[src/rtl/prio_pkg.sv]
// Shared types and constants for the 9-line active-low priority arbiter.
// The code convention: highest index wins, code_n = ~(index+1), idle code all ones.
package prio_pkg;

  localparam int         N_REQ     = 9;
  localparam logic [3:0] CODE_IDLE = 4'b1111;

  typedef enum logic [1:0] {
    ST_IDLE    = 2'd0,
    ST_GRANT   = 2'd1,
    ST_RELEASE = 2'd2
  } state_t;

  function automatic logic [3:0] idx_to_code(input logic [3:0] idx);
    return ~(idx + 4'd1);
  endfunction

endpackage

[src/rtl/prio_req_arbiter_if.sv]
// Request/grant bundle between the requesters and the arbiter.
// The master modport is the requester side; the arbiter takes the slave modport.
interface prio_req_arbiter_if
  import prio_pkg::*;
#(
  parameter int CNT_W = 4
);
  logic [N_REQ-1:0] req_n;
  logic [N_REQ-1:0] mask;
  logic             done;
  logic [N_REQ-1:0] grant_n;
  logic [3:0]       code_n;
  logic             grant_vld;
  logic             timeout;
  logic [CNT_W-1:0] busy_cnt;

  modport master (
    output req_n, mask, done,
    input  grant_n, code_n, grant_vld, timeout, busy_cnt
  );

  modport slave (
    input  req_n, mask, done,
    output grant_n, code_n, grant_vld, timeout, busy_cnt
  );
endinterface

[src/rtl/prio_sel9.sv]
// Combinational highest-index selector over the 9 request lines.
// Produces a valid flag, the winning index and its one-hot position.
module prio_sel9
  import prio_pkg::*;
(
  input  logic [N_REQ-1:0] vec,
  output logic             valid,
  output logic [3:0]       idx,
  output logic [N_REQ-1:0] onehot
);

  // Scanning upward lets the last set bit (the highest index) win.
  always_comb begin
    valid  = 1'b0;
    idx    = '0;
    onehot = '0;
    for (int i = 0; i < N_REQ; i++) begin
      if (vec[i]) begin
        valid     = 1'b1;
        idx       = 4'(i);
        onehot    = '0;
        onehot[i] = 1'b1;
      end
    end
  end

endmodule

[src/rtl/prio_req_arbiter.sv]
// Sequential priority arbiter: one grant held until done, request drop or hold timeout.
// A timed-out requester stays locked out until it releases its request.
//
//   state      | meaning
//   -----------+-----------------------------------------------------------
//   ST_IDLE    | no owner; grant the highest eligible requester next edge
//   ST_GRANT   | owner holds the resource; busy_cnt counts held cycles
//   ST_RELEASE | one-cycle gap between owners; timeout pulses here if forced
module prio_req_arbiter
  import prio_pkg::*;
#(
  parameter int HOLD_MAX = 15,
  parameter int CNT_W    = 4
) (
  input  logic              clk,
  input  logic              rst_n,
  prio_req_arbiter_if.slave bus
);

  state_t           state, state_nxt;
  logic [3:0]       owner, owner_nxt;
  logic [CNT_W-1:0] cnt, cnt_nxt;
  logic [N_REQ-1:0] lockout, lock_nxt;
  logic [N_REQ-1:0] grant_n_q, grant_n_nxt;
  logic [3:0]       code_n_q, code_n_nxt;
  logic             vld_q, vld_nxt;
  logic             timeout_q, timeout_nxt;

  logic [N_REQ-1:0] eligible;
  logic             sel_vld;
  logic [3:0]       sel_idx;
  logic [N_REQ-1:0] sel_onehot;

  assign eligible = ~bus.req_n & ~bus.mask & ~lockout;

  prio_sel9 u_sel (
    .vec    (eligible),
    .valid  (sel_vld),
    .idx    (sel_idx),
    .onehot (sel_onehot)
  );

  always_ff @(posedge clk) begin
    if (!rst_n) begin
      state     <= ST_IDLE;
      owner     <= '0;
      cnt       <= '0;
      lockout   <= '0;
      grant_n_q <= '1;
      code_n_q  <= CODE_IDLE;
      vld_q     <= 1'b0;
      timeout_q <= 1'b0;
    end else begin
      state     <= state_nxt;
      owner     <= owner_nxt;
      cnt       <= cnt_nxt;
      lockout   <= lock_nxt;
      grant_n_q <= grant_n_nxt;
      code_n_q  <= code_n_nxt;
      vld_q     <= vld_nxt;
      timeout_q <= timeout_nxt;
    end
  end

  always_comb begin
    state_nxt   = state;
    owner_nxt   = owner;
    cnt_nxt     = cnt;
    grant_n_nxt = grant_n_q;
    code_n_nxt  = code_n_q;
    vld_nxt     = vld_q;
    timeout_nxt = 1'b0;
    // A released request always clears its lockout, whatever the state.
    lock_nxt    = lockout & ~bus.req_n;

    case (state)
      ST_IDLE: begin
        if (sel_vld) begin
          state_nxt   = ST_GRANT;
          owner_nxt   = sel_idx;
          cnt_nxt     = CNT_W'(1);
          grant_n_nxt = ~sel_onehot;
          code_n_nxt  = idx_to_code(sel_idx);
          vld_nxt     = 1'b1;
        end
      end

      ST_GRANT: begin
        if (bus.done || bus.req_n[owner] || (cnt == CNT_W'(HOLD_MAX))) begin
          state_nxt   = ST_RELEASE;
          cnt_nxt     = '0;
          grant_n_nxt = '1;
          code_n_nxt  = CODE_IDLE;
          vld_nxt     = 1'b0;
          // Only a pure hold-limit release is a timeout; done takes precedence.
          if (!bus.done && !bus.req_n[owner]) begin
            timeout_nxt     = 1'b1;
            lock_nxt[owner] = 1'b1;
          end
        end else begin
          cnt_nxt = cnt + CNT_W'(1);
        end
      end

      ST_RELEASE: begin
        state_nxt   = ST_IDLE;
        cnt_nxt     = '0;
        grant_n_nxt = '1;
        code_n_nxt  = CODE_IDLE;
        vld_nxt     = 1'b0;
      end

      default: begin
        state_nxt   = ST_IDLE;
        cnt_nxt     = '0;
        grant_n_nxt = '1;
        code_n_nxt  = CODE_IDLE;
        vld_nxt     = 1'b0;
      end
    endcase
  end

  assign bus.grant_n   = grant_n_q;
  assign bus.code_n    = code_n_q;
  assign bus.grant_vld = vld_q;
  assign bus.timeout   = timeout_q;
  assign bus.busy_cnt  = cnt;

endmodule

[src/flat_wrapper.sv]
// flat-port wrapper written by rule: the top's interface ports become plain ports
module prio_req_arbiter_flat import prio_pkg::*;
#(
  parameter int HOLD_MAX = 15,
  parameter int CNT_W    = 4
)
  (clk, rst_n, bus_req_n, bus_mask, bus_done, bus_grant_n, bus_code_n, bus_grant_vld, bus_timeout, bus_busy_cnt);
  prio_req_arbiter_if #(.CNT_W(CNT_W)) bus_i ();
  input  logic clk;
  input  logic rst_n;
  input wire logic [$bits(bus_i.req_n)-1:0] bus_req_n;
  input wire logic [$bits(bus_i.mask)-1:0] bus_mask;
  input wire logic [$bits(bus_i.done)-1:0] bus_done;
  output wire logic [$bits(bus_i.grant_n)-1:0] bus_grant_n;
  output wire logic [$bits(bus_i.code_n)-1:0] bus_code_n;
  output wire logic [$bits(bus_i.grant_vld)-1:0] bus_grant_vld;
  output wire logic [$bits(bus_i.timeout)-1:0] bus_timeout;
  output wire logic [$bits(bus_i.busy_cnt)-1:0] bus_busy_cnt;
  assign bus_i.req_n = bus_req_n;
  assign bus_i.mask = bus_mask;
  assign bus_i.done = bus_done;
  assign bus_grant_n = bus_i.grant_n;
  assign bus_code_n = bus_i.code_n;
  assign bus_grant_vld = bus_i.grant_vld;
  assign bus_timeout = bus_i.timeout;
  assign bus_busy_cnt = bus_i.busy_cnt;
  prio_req_arbiter #(.HOLD_MAX(HOLD_MAX), .CNT_W(CNT_W)) u_core (.clk(clk), .rst_n(rst_n), .bus(bus_i));
endmodule
[config.mk]
export PLATFORM = sky130hd
export DESIGN_NAME = prio_req_arbiter_flat
export DESIGN_NICKNAME = d
export VERILOG_FILES = /design/src/rtl/prio_pkg.sv /design/src/rtl/prio_req_arbiter_if.sv /design/src/rtl/prio_sel9.sv /design/src/rtl/prio_req_arbiter.sv /design/src/flat_wrapper.sv
export SDC_FILE = /design/constraint.sdc
export NUM_CORES = 1
export LEC_CHECK = 0
export BUFFER_PORTS_ARGS = -buffer_cell sky130_fd_sc_hd__buf_2
export CORE_MARGIN = 4
export CORE_UTILIZATION = 50
export CTS_CLUSTER_DIAMETER = 120
export DETAILED_ROUTE_END_ITERATION = 6
export PLACE_DENSITY = 0.74
export SLEW_MARGIN = 20
export SYNTH_ARGS = -nofsm -noshare
export SYNTH_HDL_FRONTEND = slang
export SYNTH_SLANG_ARGS = --single-unit
[constraint.sdc]
create_clock -name clk -period 6.15 [get_ports clk]
set_input_delay 1.23 -clock clk [delete_from_list [all_inputs] [get_ports clk]]
set_output_delay 1.23 -clock clk [all_outputs]
set_load 0.1 [all_outputs]
Word-level counts from Yosys, hierarchy flattened. Cells that the tools add are included.

Output and inout bits: 19. Register bits after elaboration: 34. Bits of input ports: 21. Logic and storage cells: 84.

Order comparisons: 2. Muxes and demuxes: 49. Add/sub/neg operators: 2. Reduce and logical (&&, ||, !) cells: 10. Bitwise logic cells: 9. Equal/unequal tests: 4.

Operators by type and width (number): two-way mux 9 bit (13); two-way mux 4 bit (11); NOT 9 bit (4); bitwise AND 9 bit (3); one-hot mux 9 bit (2 select lines) (1); two-way mux 1 bit (16); one-hot mux 4 bit (2 select lines) (2); bitwise OR 9 bit (1); adder 4 x 1 -> 4 bit, second input constant (2); < comparator 4 x 5 -> 1 bit, second input constant (1); binary-select mux 1 bit (select 4 bit) (1); demux 1 bit (select 4 bit) (1); equality test 4 bit, second input constant (1); greater-or-equal comparator 4 x 1 -> 1 bit, second input constant (1); two-way mux 2 bit (2); != test 2 x 1 -> 1 bit, second input constant (2); NOT 4 bit (1); one-hot mux 2 bit (2 select lines) (1); AND reduction 2 bit (2); AND reduction 3 bit (1); equality test 2 x 1 -> 1 bit, second input constant (1); logical AND 1 bit (2); zero test 1 bit (2); zero test 2 bit (1); 2 further kinds (3).

Depth between registers and ports, before layout. Gate-level depths: netlist of run 1.

Depth in word-level cells: 15. Mapped depth: 8. Gate-level depth less buffers: 8.

Cells and area by module. Synthesis of run 1 repeated with hierarchy kept, for this count alone.

Cell total of the unflattened synthesis: 229. Area total of the unflattened synthesis: 1901.8 um2.

Modules (own cells, without submodules): prio_req_arbiter (times used 1, sequential area each 660.6 um2, area each 1731.7 um2, cells an instance 203); prio_sel9 (times used 1, sequential area each 0.0 um2, area each 170.2 um2, cells an instance 26).

Worst setup path before layout of run 1. OpenSTA, ideal clock, no wires.

Path kind: input to register. Start: in bus_mask[8]. End: reg u_core.code_n_q[2] (netlist: u_core.bus.code_n[2]). Setup slack: 3.172 ns. Cell stages on the path: 7. Required time: 6.026 ns. Buffers on the path: 0. Arrival: 2.855 ns. Library setup time: 0.124 ns. Cell sequence: nor3_2 > a21oi_1 > and2_1 > ha_1 > or3_1 > a21boi_0 > mux2i_1.

Cells in the longest elaborated chain, start to end: 8. Elaborated cells on any way between the ends: 11. Classes of those cells: add/sub: 1; eq/ne: 1; mux: 4; bitwise: 4; reduce/logical: 1.

Ends and longest elaborated chain: start, declared (RTL line flat_wrapper.sv:12) `input wire logic [$bits(bus_i.mask)-1:0] bus_mask;`; NOT 9 bit (RTL line prio_req_arbiter.sv:34) `assign eligible = ~bus.req_n & ~bus.mask & ~lockout;`; bitwise AND 9 bit (2 in a row) (RTL line prio_req_arbiter.sv:34); two-way mux 4 bit (RTL line prio_sel9.sv:18) `if (vec[i]) begin`; named net u_core.sel_idx[0] (RTL line prio_req_arbiter.sv:31) `logic [3:0] sel_idx;`; adder 4 x 1 -> 4 bit (RTL line prio_pkg.sv:15) `return ~(idx + 4'd1);`; NOT 4 bit (RTL line prio_pkg.sv:15); two-way mux 4 bit (RTL line prio_req_arbiter.sv:78) `if (sel_vld) begin`; one-hot mux 4 bit (2 select lines) (RTL line prio_req_arbiter.sv:76) `case (state)`; end signal, assigned (RTL line prio_req_arbiter.sv:59) `code_n_q <= code_n_nxt;`; end, declared (RTL line prio_req_arbiter.sv:25) `logic [3:0] code_n_q, code_n_nxt;`.

The timed path passes the listed nets, and every way through them passes these cells. The select of a mux whose other input is x is not followed. A chain may end at the register's enable or synchronous reset.

Worst setup path in the final report of run 1.
Start: in bus_req_n[8]. End: reg u_core.code_n_q[2] (netlist: u_core.bus.code_n[2]).

Cells in the longest elaborated chain, start to end: 8. Elaborated cells on any way between the ends: 16. Classes of those cells: add/sub: 1; eq/ne: 2; mux: 6; bitwise: 4; reduce/logical: 3.

Ends and longest elaborated chain: start, declared (RTL line flat_wrapper.sv:11) `input wire logic [$bits(bus_i.req_n)-1:0] bus_req_n;`; NOT 9 bit (RTL line prio_req_arbiter.sv:34); bitwise AND 9 bit (2 in a row) (RTL line prio_req_arbiter.sv:34); two-way mux 4 bit (RTL line prio_sel9.sv:18); named net u_core.sel_idx[0] (RTL line prio_req_arbiter.sv:31); adder 4 x 1 -> 4 bit (RTL line prio_pkg.sv:15); NOT 4 bit (RTL line prio_pkg.sv:15); two-way mux 4 bit (RTL line prio_req_arbiter.sv:78); one-hot mux 4 bit (2 select lines) (RTL line prio_req_arbiter.sv:76).

The timed path passes the listed nets, and every way through them passes these cells. The select of a mux whose other input is x is not followed.

==> results of run 1 <==
==> stage by stage <==
stage | utilization [%] | setup slack [ps] | hold WS [ps]
final | 61.6 | 3170 | 471
after floorplan | - | 3170 | 454
after CTS | 61.6 | 3190 | 476
after global routing | 61.6 | 3090 | 500
after detailed placement | 60.2 | 2840 | 453
after global placement | 60.2 | 2900 | 446
==> cell families (layout without fill, tap and decap cells) <==
family | Yosys count | count (layout)
DFF | 33 | 33
adders and majority gates | 2 | 2
muxes | 6 | 6
AOI/OAI and AO/OA | 52 | 52
and+or+nand+nor | 79 | 79
buffers and inverters | 11 | 48
==> cells in the final DEF (no fill, tap or decap), drive strengths merged, types with 2 or more instances in the layout <==
cell type and n:
o21ai 13, nand2 10, a21oi 6, a32oi 2
o32a 2, inv 3, dfxtp 33, a31oi 2
nor2b 9, a21boi 7, o22a 4, clkbuf 5
nor3 12, o211ai 2, ha 2, nand4 4
a2bb2oi 4, nand2b 2, mux2i 4, mux2 2
nand3b 12, nand3 8, buf 39, or3 8
nor2 6
==> registers in the layout, summed over array words and instances (netlist names) <==
signal / cells
u_core.lockout: 9
u_core.bus.grant_n: 9
u_core.bus.code_n: 4
u_core.bus.timeout: 1
u_core.owner: 4
u_core.bus.busy_cnt: 4
u_core.state: 2
==> power by group <==
group	leakage (uW)	internal, uW	switching, uW
Clock	0.0000269	39.6	70.9
Sequential	0.000269	224	13.2
Combinational	0.000416	43.4	105
Total	0.000711	307	189
==> worst max-delay path, delay by kind of cell <==
| family | cells | cell delay, ps |
|---|---|---|
| adders and majority gates | 1 | 200 |
| AOI/OAI and AO/OA | 2 | 340 |
| and+or+nand+nor | 3 | 1220 |
| muxes | 1 | 90 |
| buffers and inverters | 1 | 140 |
==> layout make-up <==
class                      count  area share, %
sequential                    33           34.0
timing repair buffer          39           10.1
clock buffer                   5           1.93
inverter                       3          0.580
multi-input combinational    139           50.3
clock inverter                 1          0.258
tap                           44           2.84
==> synthesized netlist by cell type, drive strengths merged (3+ instances only) <==
master    n
a2bb2oi   4
o21ai    13
clkbuf    4
inv       3
nor2b     9
nand3     8
buf       4
or3       8
nand3b   12
nand4     4
dfxtp    33
nor3     12
o22a      4
a21oi     6
nand2    10
a21boi    7
nor2      6
mux2i     4
==> final timing paths <==
| check | endpoint | slack [ps] | cells after the start |
|---|---|---|---|
| worst max-delay path | u_core.bus.code_n[2]$_SDFFE_PN1P_ | 3170 | 8 |
| worst min-delay path | u_core.bus.code_n[3]$_SDFFE_PN1P_ | 470 | 1 |
| worst min register to register | u_core.bus.code_n[3]$_SDFFE_PN1P_ | 470 | 1 |
| worst max register to register | u_core.lockout[2]$_SDFF_PN0_ | 3820 | 6 |
==> per-layer routing <==
layer	vias up	GRT usage, %
met1	751	24.0
met5	-	0
met3	6	7.31
met4	0	6.09
li1	771	-
met2	46	34.9
==> metrics.md, run 1 <==
| Metric | Value |
|---|---|
| GRT Util Overall | 20.5% |
| Top FF cell, synth | dfxtp_1 |
| FP Rows | 20 |
| Post-Synthesis Cell Area | 0.00170 mm2 |
| Post-DP HPWL | ~3100 um |
| Yosys warns | 0 |
| Synth-to-Final Area Change | 14.0% |
| Min Tclk post-route | slightly below 3000 ps |
| Vias post-DR | 1574 |
| Final slew viol count | 0 |
| Via density | 5.96 |
| Cells along the critical path | buf_2 > nor3_2 > a21oi_1 > and2_1 > ha_1 > or3_1 > a21boi_0 > mux2i_1 |
| Cells after DPL | 258 |
| Worst-Skew Late Latency | 330 ps |
| Largest cells by area after synthesis | dfxtp_1 39%, nand3b_1 5.3%, nor2b_1 3.3% |
| Peak Freq | 335 MHz |
| Antenna violations before repair | 0 |
| Worst-Margin Slew | 798 ps |
| Synth Area in XOR/XNOR | 0% |
| Critical path type | in -> reg |
| Pleak | 0.000711 uW |
| CP max FO | 10 |
| Hold_sp | u_core.bus.code_n[3]$_SDFFE_PN1P_ |
| Status | completed |
| Hold Violations, Final | 0 |
| Post-route ant nets | 0 |
| CP Launch Point | bus_req_n[8] |
| Share of the synthesized area in the top cell type | roughly two fifths |
| Number of I/O pins | 40 |
| Cell taking the most area after synthesis | dfxtp_1 |
| Rel. slew slack | 46.5% |
| Clock tree from TritonCTS | done |
| CTS clock-pin slew for the worst setup and hold paths | 100 ps |
| Clock Skews | 9.64 ps |
| Die height | 66.4 um |
| WL final | between 4000 and 5000 um |
| Area of the multi-input gates | roughly 1000 um2 |
| Sequential area share after synthesis | 38.8% |
| FILL cells | 287 |
| Main combinational cell family by area after synthesis | simple AND/OR/NAND/NOR gates |
| FF-to-FF Start | u_core.bus.busy_cnt[0]$_SDFFE_PN0P_ |
| CP Capture Type | flop |
| RSZ-0062 raised after global routing | false |
| Yosys reg bits | 33 |
| Maximum VDD drop | 136 uV |
| Overall power | 497 uW |
| Met3 Wirelength | 222 um |
| Hold Crit Class | reg -> reg |
| Setup TNS | 0 ps |
| Root Buffer | clkbuf_4 |
| Full die area | between 0.004 and 0.005 mm2 |
| Vias in the first global route | 1528 |
| Distinct cells, synth | 51 |
| Final Wtd Congestion | 0.875 |
| Power Density | 256 mW/mm2 |
| Required time of the worst setup path | 6370 ps |
| Max Used Layer | met4 |
| TritonRoute pass-1 iters | 4 |
| WL/cell | between 15 and 20 um |
| Clock tree sinks | 33 |
| Cell count after synthesis | 183 |
| Compound-gate portion of the synthesized area | between 20% and 30% |
| Avg Cell Area, Syn | 9.31 um2 |
| Critical Path AT | 3210 ps |
| Antenna diodes | 0 |
| Post-synthesis adder-cell area fraction | 1.47% |
| Post-synth EDFFs | 0 |
| CTS H-Tree Depth | 2 |
| Ratio of cells with drive above 1 in the final layout | between 20% and 30% |
| First-pass GRT wire length | between 6000 and 7000 um |
| Final setup viols | 0 |
| Simple-gate area share of the yosys netlist | 28.2% |
| Fin crit share | about half |
| CP max stage delay | 640 ps |
| Placed Area | 0.00190 mm2 |
| CTS Buf Count | 5 |
| Core ar. | 0.00315 mm2 |
| CP max-delay cell | nor3_2 |
| Cts repair resizes | 0 |
| Die Wd | approximately 66 um |
| Met2 wire length | 2060 um |
| Max cap viols | 0 |
| Total Nets Final | between 200 and 250 |
| Post-Syn Nets | 206 |
| Max clock buf depth | 2 |
| Post-synthesis mux area share | 3.67% |
| M1 WL | 1810 um |
| Number of post-CTS setup repair buffers | 0 |
| FFs w/ async S/R, synth | 0% |
| Total grt overflow | 0 |
| CP Launch Type | primary input |
| Fin area | 0.00194 mm2 |
| Initial DRC count | about 120 |
| # hold bufs at CTS | 0 |
| Layout Cells excl Fill | 264 |
| Starting density of the core | between 50 and 60% |
| Largest net degree at the start of global routing | 30 |
| Remaining DRCs | 0 |
| FF+latch area | ~660 um2 |
| I/O Buffers | 39 |
Power figures use the tool's default switching activity.
==> inputs of run 2 (changes only) <==
- clock period: 6.15 -> 3.07 ns (I/O delays scaled with it)
==> run 2 against run 1 <==
Critical path depth fell by 2. Non-clock buffer count up 4. Sequential share of layout area shrank 1.2 points. Highest routed layer unchanged.
==> metrics.md, run 2 (synthesis results as in run 1) <==
| Metric | Value |
|---|---|
| Max cap viols | 0 |
| Hold Crit Class | reg -> reg |
| Power Density | 557 mW/mm2 |
| WL/cell | 15.4 um |
| Hold Violations, Final | 0 |
| Post-route ant nets | 0 |
| # hold bufs at CTS | 0 |
| Maximum VDD drop | 368 uV |
| M1 WL | ~1800 um |
| Full die area | 0.00440 mm2 |
| FF-to-FF Start | u_core.bus.busy_cnt[0]$_SDFFE_PN0P_ |
| R2R Path End | u_core.lockout[7]$_SDFF_PN0_ |
| Die height | 66.4 um |
| Required time of the worst setup path | between 3000 and 4000 ps |
| Worst-Margin Slew | about 830 ps |
| Max Used Layer | met4 |
| Post-DP HPWL | 3190 um |
| Most frequent cells in the layout | 39 x buf_2, 33 x dfxtp_1, 12 x nand3b_1, 11 x o21ai_0 |
| Post-layout util | 63.9% |
| Antenna violations before repair | 0 |
| CP max-delay cell | a2111oi_0 |
| Starting density of the core | 54.0% |
| WL final | 4160 um |
| Final slew viol count | 0 |
| CTS H-Tree Depth | 2 |
| Root Buffer | clkbuf_4 |
| Hold_sp | u_core.bus.code_n[3]$_SDFFE_PN1P_ |
| Clock tree from TritonCTS | done |
| Total grt overflow | 0 |
| GRT Util Overall | between 20 and 25% |
| CP Launch Point | u_core.bus.busy_cnt[0]$_SDFFE_PN0P_ |
| Most common cell after layout, fill and taps aside | buf_2 |
| Antenna diodes | 0 |
| Ratio of cells with drive above 1 in the final layout | approximately a quarter |
| Vias post-DR | 1591 |
| Remaining DRCs | 0 |
| Max clock buf depth | 2 |
| Critical Path AT | 2570 ps |
| CP max stage delay | 730 ps |
| Peak Freq | roughly 430 MHz |
| Reg2reg setup slack | 760 ps |
| FILL cells | 297 |
| Cts repair resizes | 0 |
| Total Nets Final | 248 |
| Largest net degree at the start of global routing | 29 |
| Core ar. | 0.00315 mm2 |
| Final Wtd Congestion | around 0.86 |
| Worst-Skew Late Latency | 340 ps |
| Number of I/O pins | 40 |
| FP Rows | 20 |
| Vias in the first global route | 1516 |
| RSZ-0062 raised after global routing | false |
| Met2 wire length | roughly 2100 um |
| Setup TNS | 0 ps |
| First-pass GRT wire length | 6880 um |
| Hold EP | u_core.bus.code_n[3]$_SDFFE_PN1P_ |
| Via density | between 5 and 6 |
| CP max FO | 8 |
| Worst r2r path cells | 6 |
| Hold-critical path depth | 1 |
| Number of post-CTS setup repair buffers | 0 |
| Hold slack | 471 ps |
| Cells along the critical path | ha_1 > nand3_1 > a2111oi_0 > nor2b_1 > nand2_1 > o21ai_0 |
| Met3 Wirelength | ~220 um |
| CTS clock-pin slew for the worst setup and hold paths | 100 ps |
| CP Launch Type | flop |
| TritonRoute pass-1 iters | 4 |
| CP Capture Type | flop |
| Clock Skews | 9.88 ps |
| Synth-to-Final Area Change | 18.3% |
| Clock tree sinks | 33 |
| Final setup viols | 0 |
| Fin crit share | 75.2% |
| I/O Buffers | 39 |
| Rel. slew slack | 44.4% |
| Min Tclk post-route | 2310 ps |
| Die Wd | 66.4 um |
| Pleak | 0.000750 uW |
| Overall power | 1120 uW |
| CTS Buf Count | 5 |
| Layout Cells excl Fill | 270 |
| Initial DRC count | between 80 and 90 |
| Cells after DPL | 262 |
| Critical path type | reg -> reg |
| Status | completed |
==> run 2: layout make-up <==
type / count / area [um2] / area share, %
repair buffers: 43 / 225 / 11.2
inverters: 3 / 11.3 / 0.559
multi-input cells: 139 / 977 / 48.5
well taps: 44 / 55.1 / 2.73
flip-flops and latches: 33 / 661 / 32.8
clock inverters: 1 / 30.0 / 1.49
clock buffers: 7 / 55.1 / 2.73
==> run 2: worst max path at each step <==
stage | endpoint | cells after the start
3_3_place_gp | u_core.bus.code_n[2]$_SDFFE_PN1P_ | 9
2_1_floorplan | u_core.lockout[5]$_SDFF_PN0_ | 6
3_5_place_dp | u_core.bus.code_n[2]$_SDFFE_PN1P_ | 9
6_report | u_core.lockout[7]$_SDFF_PN0_ | 6
5_1_grt | u_core.lockout[2]$_SDFF_PN0_ | 6
4_1_cts | u_core.bus.grant_n[4]$_SDFFE_PN1P_ | 5
==> run 2: metrics by stage <==
stage / area [um2] / setup WS (ps)
final: 2010 / 763
after global routing: 2010 / 481
after CTS: 2010 / 803
after detailed placement: 1930 / 517
after global placement: 1930 / 599
after floorplan: 1700 / 491
==> run 2: worst max-delay path: cells and delay by family, from the launching register on <==
kind / cells / cell delay (ps)
and+or+nand+nor: 3 / 650
DFF: 1 / 420
AOI/OAI and AO/OA: 2 / 910
adders and majority gates: 1 / 240
==> run 2: power breakdown <==
part,internal (uW),switching [uW]
clock network,194,147
registers,449,26.3
logic,91.7,213
==> run 2: routing by layer <==
layer	GRT usage, %	vias up
met4	7.87	0
met3	6.46	8
met1	23.6	764
met2	35.1	38
met5	0	-
li1	-	781
==> inputs of run 3 (changes only) <==
- clock period: 3.07 -> 2.25 ns (I/O delays scaled with it)
==> run 3 against run 2 <==
Clock power grew 11%. Die area unchanged. Via count grew 4.7%. Critical path depth is 2 higher. Combinational power is 45% higher. Core utilization is 2.3 points higher. Design area is 3.5% higher. Global-route usage is 2.1 points higher. Critical endpoint is now u_core.bus.code_n[2]$_SDFFE_PN1P_. Largest power group unchanged.
==> metrics.md, run 3 (synthesis results as in run 1) <==
| Metric | Value |
|---|---|
| Worst-Skew Late Latency | 350 ps |
| First-pass GRT wire length | 7660 um |
| Via density | 5.97 |
| CP Launch Type | flop |
| CTS clock-pin slew for the worst setup and hold paths | around 110 ps |
| Overall power | 1470 uW |
| Fin area | ~0.0021 mm2 |
| Most common cell after layout, fill and taps aside | buf_2 |
| Worst-Margin Slew | 751 ps |
| Power Density | 706 mW/mm2 |
| Hold slack | about 420 ps |
| WL/cell | 15.5 um |
| Initial DRC count | 70 |
| Required time of the worst setup path | 2490 ps |
| WL final | 4320 um |
| Starting density of the core | 54.0% |
| Pre-CTS setup slack | -121 ps |
| Post-DP HPWL | 3410 um |
| Critical path type | reg -> reg |
| FP Rows | 20 |
| Max Used Layer | met4 |
| Critical Path AT | roughly 2300 ps |
| Hold Violations, Final | 0 |
| Ratio of cells with drive above 1 in the final layout | 32.3% |
| Largest net degree at the start of global routing | 29 |
| Hold Crit Class | in -> reg |
| Status | completed |
| CP max stage delay | 360 ps |
| TritonRoute pass-1 iters | 4 |
| Synth-to-Final Area Change | 22.5% |
| Full die area | approximately 0.0044 mm2 |
| Remaining DRCs | 0 |
| Clock Skews | 18.3 ps |
| Clock tree from TritonCTS | done |
| Min Tclk post-route | 2070 ps |
| Die Wd | 66.4 um |
| Met3 Wirelength | 232 um |
| Vias post-DR | 1665 |
| Setup ws final | 176 ps |
| Crit-path most repeated cell | or3_1 |
| # hold bufs at CTS | 0 |
| I/O Buffers | 39 |
| M1 WL | 1820 um |
| Total Nets Final | 257 |
| Fin crit share | 92.2% |
| CP max-delay cell | or3_1 |
| Final slew viol count | 0 |
| RSZ-0062 raised after global routing | false |
| Clock tree sinks | 33 |
| CP Capture Type | flop |
| GRT Util Overall | 22.6% |
| Max clock buf depth | 2 |
| Bufs and invs on worst path | 0 |
| Cells along the critical path | or3_1 > a21oi_1 > o211ai_1 > and2_1 > ha_1 > or3_1 > a21boi_0 > mux2i_1 |
| Maximum VDD drop | 373 uV |
| Antenna diodes | 0 |
| Number of I/O pins | 40 |
| Post-route ant nets | 0 |
| Core ar. | ~0.0032 mm2 |
| Rel. slew slack | 49.6% |
| Root Buffer | clkbuf_4 |
| Antenna violations before repair | 0 |
| Pleak | 0.000793 uW |
| Final setup viols | 0 |
| Peak Freq | 482 MHz |
| CTS H-Tree Depth | 2 |
| Vias in the first global route | 1711 |
| Met2 wire length | 2180 um |
| Most frequent cells in the layout | 39 x buf_2, 28 x dfxtp_1, 13 x buf_4, 12 x nand3b_1, 11 x o21ai_0 |
| Die height | 66.4 um |
| Crit path max-delay family | simple AND/OR/NAND/NOR gates |
| CTS Buf Count | 5 |
| CP max FO | 3 |
| Max cap viols | 0 |
| Final Wtd Congestion | 0.849 |
| Total grt overflow | 0 |
| Placed Area | 0.00200 mm2 |
## run 3: cell types whose count changed in the layout (fill, tap and decap cells not counted), sizes merged
cell / previous run / this run
buf: 43 / 52
clkinv: 0 / 1
bufinv: 1 / 0
## run 3: path summary, 6_finish.rpt
kind                                                   startpoint                                 to  slack, ps  cells after the start
worst max register to register       u_core.lockout[2]$_SDFF_PN0_  u_core.bus.code_n[2]$_SDFFE_PN1P_        180                      8
worst min-delay path                                 bus_req_n[4]       u_core.lockout[4]$_SDFF_PN0_        420                      3
worst min register to register  u_core.bus.code_n[3]$_SDFFE_PN1P_  u_core.bus.code_n[3]$_SDFFE_PN1P_        460                      1
worst max-delay path                 u_core.lockout[2]$_SDFF_PN0_  u_core.bus.code_n[2]$_SDFFE_PN1P_        180                      8
## run 3: layer usage
metal | vias up | GRT usage (%)
met5 | - | 0
met1 | 806 | 24.9
met3 | 10 | 6.12
met4 | 0 | 11.7
met2 | 48 | 39.3
li1 | 801 | -
## run 3: power breakdown
group	internal (uW)	switching, uW
combinational	144	298
clock	181	199
sequential	614	37.1
## run 3: tightest hold or removal path, stage by stage
cell and delay [ps]:
buf_2 110, nand3b_1 110, o21ai_1 50
## run 3: timing repair
action	CTS	global route
resized for setup	0	4
endpoints found under the setup margin	0	16
endpoints found under the hold margin	0	0
setup buffers	0	0
## run 3: final cells by class
type                            count  area, um2
Inverter                            3       11.3
Tap cell                           44       55.1
Timing Repair Buffer               52        293
Sequential cell                    33        667
Fill cell                         277       1070
Clock inverter                      1       5.00
Clock buffer                        7       65.1
Multi-Input combinational cell    139        990
## run 3: metrics by stage
| step | TNS, ps | utilization (%) | std cells |
|---|---|---|---|
| floorplan | 0 | - | 183 |
| global placement | -35.8 | 63.5 | 271 |
| detailed placement | -121 | 63.5 | 271 |
| CTS | 0 | 65.7 | 279 |
| global route | 0 | 66.2 | 279 |
| finish | 0 | 66.2 | 279 |
